File: src/rtl/pipeline_hazard_ctrl.sv
// Hazard and redirect controller for the 5-stage pipeline.
// Detects load-use and ID-branch operand hazards and inserts bubbles.
// Flushes IF/ID on taken branches and jumps.
// Freezes everything while instruction memory is not ready.
// Keeps saturating stall and flush performance counters.
module pipeline_hazard_ctrl #(
  parameter int CNT_W = 16
) (
  input  logic             clk,
  input  logic             rst,
  input  logic             imem_ready,
  input  logic [4:0]       id_rs,
  input  logic [4:0]       id_rt,
  input  logic             id_uses_rt,
  input  logic             id_beq,
  input  logic             id_bne,
  input  logic             id_jmp,
  input  logic             id_eq,
  input  logic             ex_regwrite,
  input  logic             ex_memread,
  input  logic [4:0]       ex_rd,
  input  logic             mem_memread,
  input  logic [4:0]       mem_rd,
  output logic             PCwrite,
  output logic             IFIDwrite,
  output logic             IFIDflush,
  output logic             IDEXbubble,
  output logic             pipe_hold,
  output logic [CNT_W-1:0] stall_cnt,
  output logic [CNT_W-1:0] flush_cnt
);

  typedef enum logic {RUN = 1'b0, STALL = 1'b1} state_t;

  state_t             state_q, state_d;
  logic [1:0]         stall_left_q, stall_left_d;
  logic [CNT_W-1:0]   stall_cnt_q, flush_cnt_q;
  logic               stall_inc, flush_inc;

  logic               br, taken;
  logic               ex_match, mem_match;
  logic [1:0]         need_n;

  // Register 0 never carries a real dependency, so it never matches.
  assign ex_match  = (ex_rd  != 5'd0) &&
                     ((ex_rd  == id_rs) || (id_uses_rt && (ex_rd  == id_rt)));
  assign mem_match = (mem_rd != 5'd0) &&
                     ((mem_rd == id_rs) || (id_uses_rt && (mem_rd == id_rt)));
  assign br        = id_beq | id_bne;
  assign taken     = id_jmp | (id_beq & id_eq) | (id_bne & ~id_eq);

  // Stall demand: branches compare in ID, so they wait for ALU results one
  // cycle and for load data two cycles; plain ALU consumers only wait on loads.
  always_comb begin
    need_n = 2'd0;
    if (br && mem_memread && mem_match)                 need_n = 2'd1;
    if (br && ex_regwrite && !ex_memread && ex_match)   need_n = 2'd1;
    if (!br && ex_memread && ex_match)                  need_n = 2'd1;
    if (br && ex_memread && ex_match)                   need_n = 2'd2;
  end

  // Next-state and output decode; reset and freeze override the FSM.
  always_comb begin
    state_d      = state_q;
    stall_left_d = stall_left_q;
    PCwrite      = 1'b1;
    IFIDwrite    = 1'b1;
    IFIDflush    = 1'b0;
    IDEXbubble   = 1'b0;
    pipe_hold    = 1'b0;
    stall_inc    = 1'b0;
    flush_inc    = 1'b0;
    if (rst) begin
      PCwrite      = 1'b0;
      IFIDwrite    = 1'b0;
      IFIDflush    = 1'b1;
      IDEXbubble   = 1'b1;
      state_d      = RUN;
      stall_left_d = 2'd0;
    end else if (!imem_ready) begin
      // Frozen: nothing moves, state and counters hold.
      pipe_hold    = 1'b1;
      PCwrite      = 1'b0;
      IFIDwrite    = 1'b0;
    end else begin
      case (state_q)
        RUN: begin
          if (need_n != 2'd0) begin
            // Stall beats redirect; the branch re-resolves after the stall.
            PCwrite      = 1'b0;
            IFIDwrite    = 1'b0;
            IDEXbubble   = 1'b1;
            stall_inc    = 1'b1;
            stall_left_d = need_n - 2'd1;
            state_d      = (need_n > 2'd1) ? STALL : RUN;
          end else if (taken) begin
            IFIDflush    = 1'b1;
            flush_inc    = 1'b1;
          end
        end
        STALL: begin
          // Remaining stall cycles are forced without re-checking hazards.
          PCwrite      = 1'b0;
          IFIDwrite    = 1'b0;
          IDEXbubble   = 1'b1;
          stall_inc    = 1'b1;
          stall_left_d = stall_left_q - 2'd1;
          if (stall_left_q <= 2'd1) state_d = RUN;
        end
        default: state_d = RUN;
      endcase
    end
  end

  // FSM state and remaining-stall register.
  always_ff @(posedge clk) begin
    state_q      <= state_d;
    stall_left_q <= stall_left_d;
  end

  // Saturating performance counters.
  always_ff @(posedge clk) begin
    if (rst) begin
      stall_cnt_q <= '0;
      flush_cnt_q <= '0;
    end else begin
      if (stall_inc && (stall_cnt_q != '1)) stall_cnt_q <= stall_cnt_q + 1'b1;
      if (flush_inc && (flush_cnt_q != '1)) flush_cnt_q <= flush_cnt_q + 1'b1;
    end
  end

  assign stall_cnt = stall_cnt_q;
  assign flush_cnt = flush_cnt_q;

endmodule

File: config.mk
export PLATFORM = sky130hd
export DESIGN_NAME = pipeline_hazard_ctrl
export DESIGN_NICKNAME = d
export VERILOG_FILES = /design/src/rtl/pipeline_hazard_ctrl.sv
export SDC_FILE = /design/constraint.sdc
export NUM_CORES = 1
export LEC_CHECK = 0
export ABC_CLOCK_PERIOD_IN_PS = 2370
export CORE_UTILIZATION = 40
export CTS_BUF_LIST = sky130_fd_sc_hd__clkbuf_4
export CTS_CLUSTER_DIAMETER = 200
export DETAILED_ROUTE_END_ITERATION = 8
export GPL_TIMING_DRIVEN = 0
export PLACE_DENSITY = 0.67
export REMOVE_ABC_BUFFERS = 1
export SYNTH_ARGS = -nofsm -noshare
export SYNTH_HDL_FRONTEND = slang
export SYNTH_SLANG_ARGS = --single-unit
File: constraint.sdc
create_clock -name clk -period 2.37 [get_ports clk]
set_input_delay 0.237 -clock clk [delete_from_list [all_inputs] [get_ports clk]]
set_output_delay 0.237 -clock clk [all_outputs]
set_load 0.05 [all_outputs]
==> metrics.md <==
| Metric | Value |
|---|---|
| Vias in the first global route | `1949` |
| Ys flop type | `dfxtp_1` |
| Clock skew | `between 0.007 and 0.008 ns` |
| Worst EP arrival | `2.13 ns` |
| CTS Buffer Depth | `2` |
| Gpl congestion | `0.760` |
| Area Growth Syn to Fin | `46.4%` |
| Die X | `75.6 um` |
| Power Density | `381 nW/um^2` |
| Slew HR | `47.2%` |
| CTS tree | `yes` |
| Area contributors post-synth | `dfxtp_1 32%, xor2_1 7.3%, mux2_2 5.2%` |
| CP required | `2.13 ns` |
| DRT Pass-1 Iters | `4` |
| Final nets | `371` |
| Top cell type's share of synthesized area | `32.3%` |
| WS Path Type | `input port to output port` |
| Inserted Clock Buffers | `5` |
| R2R Setup Slk | `0.08 ns` |
| Most frequent cell after synthesis | `dfxtp_1` |
| Final core occ | `61.3%` |
| Top delay family on crit path | `simple AND/OR/NAND/NOR gates` |
| Synth cell types | `42` |
| Clk sinks | `35` |
| Minimum clock period | `around 2.4 ns` |
| Clock transition at path regs | `around 0.1 ns` |
| Count of buffers from port buffering | `67` |
| CTS Root Cell | `clkbuf_4` |
| Starting Density | `41.9%` |
| Vias/cell | `5.76` |
| Largest area contributor in the netlist | `dfxtp_1` |
| Fin crit share | `99.7%` |
| Core Rows | `26` |
| Crit end category | `output port` |
| WL/cell | `~16 um` |
| Crit path max-delay cell type | `clkdlybuf4s50_1` |
| Ant. Diodes | `0` |
| Worst min path class | `input port to register` |
| Critical path's largest stage delay | `0.48 ns` |
| Max Freq | `423 MHz` |
| Placed cells | `383` |
| Max FO, Critical Path | `4` |
| Max cap viols | `0` |
| Static leakage | `1.15 nW` |
| Buf+Inv Stages, Crit Path | `2` |
| HPWL Detailed | `3930 um` |
| Later-pin clock latency in the skew report | `0.35 ns` |
| Fraction of layout instances using a drive strength above 1 | `17.5%` |
| Design Area, Final | `roughly 3200 um^2` |
| Total routed wirelength | `6420 um` |
| Top cells by count, synth | `35 x dfxtp_1, 18 x a21oi_1, 18 x xor2_1, 17 x nand3_1, 16 x nor2_1` |
| Die area | `5720 um^2` |
| CP cell instances | `clkdlybuf4s50_1 > or4_1 > nor2_2 > or2_4 > o221ai_4 > o21ai_1 > buf_6` |
| Peak supply drop | `about 0.00035 V` |
| Post-DP Area | `2850 um^2` |
| Pin count of the biggest net entering global routing | `42` |
| Crit path launch type | `input port` |
| Power Total | `1.21 mW` |
| Via count | `2350` |
| Area of the mapped netlist | `2170 um^2` |
| Syn Inst Count | `260` |
| Slew at the pin with the worst max-slew slack | `~0.79 ns` |
| Setup TNS Final | `0 ns` |
| Die height | `75.6 um` |
| FFs w/ async S/R, synth | `0%` |
| Register bit total from synthesis | `35` |
| Final setup fails | `0` |
| GRT Residual Overflow | `0` |
| Ys Warns | `0` |
| First-pass GRT wire length | `9240 um` |
| Non-Filler Instances | `408` |
| I/O Pins | `68` |
| EDFF count, synth | `0` |
| Overall Global Routing Usage | `21.6%` |
| CTS H-tree depth | `2` |
| Pins Over Slew Limit | `0` |
| DRT iter0 DRCs | `114` |
| Avg Inst Size Synth | `8.33 um^2` |
| Status | `complete, no violations` |
| Total core area | `5170 um^2` |
| Final Hold Fails | `0` |
| DRC violations left | `0` |
| Initial antenna violation count | `0` |
| Sequential area share after synthesis | `between 30% and 40%` |
| Post-DRT Antenna Nets | `0` |
[worst min-delay path, cell delays in order]
cell	delay (ns)
clkbuf_2	0.18
nand3_1	0.12
a21oi_1	0.06
[layer usage]
metal / track usage (%) / part of all wire, % / vias to the layer above
met3: 3.97 / 4.9 / 9
met4: 7.82 / 1.5 / 0
met2: 36.1 / 48 / 65
li1: - / - / 1150
met5: 0 / 0 / -
met1: 27.9 / 46 / 1126
[state kept, by name, summed over array words and instances (netlist names)]
name / cells
state_q: 1
stall_left_q: 2
stall_cnt: 16
flush_cnt: 16
[report_power, final]
part / internal, mW / leakage, nW / switching, mW
sequential: 0.593 / 0.282 / 0.00635
combinational: 0.120 / 0.840 / 0.162
clock: 0.121 / 0.0307 / 0.206
total: 0.835 / 1.15 / 0.374
[per-stage QoR]
step	hold slack, ns	setup WS [ns]
finish	0.296	0.00754
global route	0.319	-0.0326
CTS	0.476	0.00889
detailed placement	0.470	-1.48
global placement	0.464	-1.47
floorplan	0.306	-1.36
[cells in the final DEF (no fill, tap or decap), types with 2 or more instances in the layout]
cell type,count
nor2_1,14
or4_4,3
nor3_1,6
nand2_1,14
o221ai_4,2
mux2_2,10
or3_1,6
nor2b_1,11
and2_1,2
inv_1,7
and3_1,6
dlygate4sd2_1,5
nor4_1,3
o31ai_1,9
clkinv_1,2
nor2_2,2
dlymetal6s2s_1,7
nand3_1,17
dfxtp_1,35
o221a_4,2
o311ai_0,5
ha_1,3
nor4_2,2
or4_1,12
clkbuf_4,6
o21ai_0,8
nand4_1,7
a32oi_2,2
o41ai_1,4
xnor2_1,2
or2_2,2
buf_4,15
clkdlybuf4s50_1,49
xor2_1,18
a21oi_1,18
buf_6,4
[final timing paths]
check             startpoint         endpoint  cells after the start
max                 ex_rd[4]        IFIDflush                      7
min               imem_ready  stall_left_q[1]                      3
max reg2reg     stall_cnt[0]     stall_cnt[9]                      6
min reg2reg  stall_left_q[1]  stall_left_q[1]                      2
[timing repair]
action | CTS | global route
resized for setup | 57 | 18
gates cloned | 2 | 0
pin swaps | 6 | 8
hold buffers | 0 | 0
setup buffers | 14 | 1
setup endpoints to repair | 29 | 20
[final cells by class]
| cell class | instances | area (um^2) |
|---|---|---|
| multi-input cells | 206 | 1520 |
| inverters | 7 | 26.3 |
| flip-flops and latches | 35 | 701 |
| clock buffers | 6 | 45.0 |
| well taps | 70 | 87.6 |
| repair buffers | 82 | 790 |
| clock inverters | 2 | 7.51 |
| fillers | 468 | 2000 |
[logic make-up (layout without fill, tap and decap cells)]
group / Yosys count / in the layout / share of synthesized area, %
xor gates and xnor gates: 20 / 20 / 8.08
muxes: 11 / 11 / 5.66
and+or+nand+nor: 113 / 113 / 29.4
DFF: 35 / 35 / 32.3
AOI/OAI and AO/OA: 57 / 59 / 18.1
buffers and inverters: 21 / 97 / 4.68
adders and majority gates: 3 / 3 / 1.73
No activity file was read; power rests on OpenSTA's default activity.
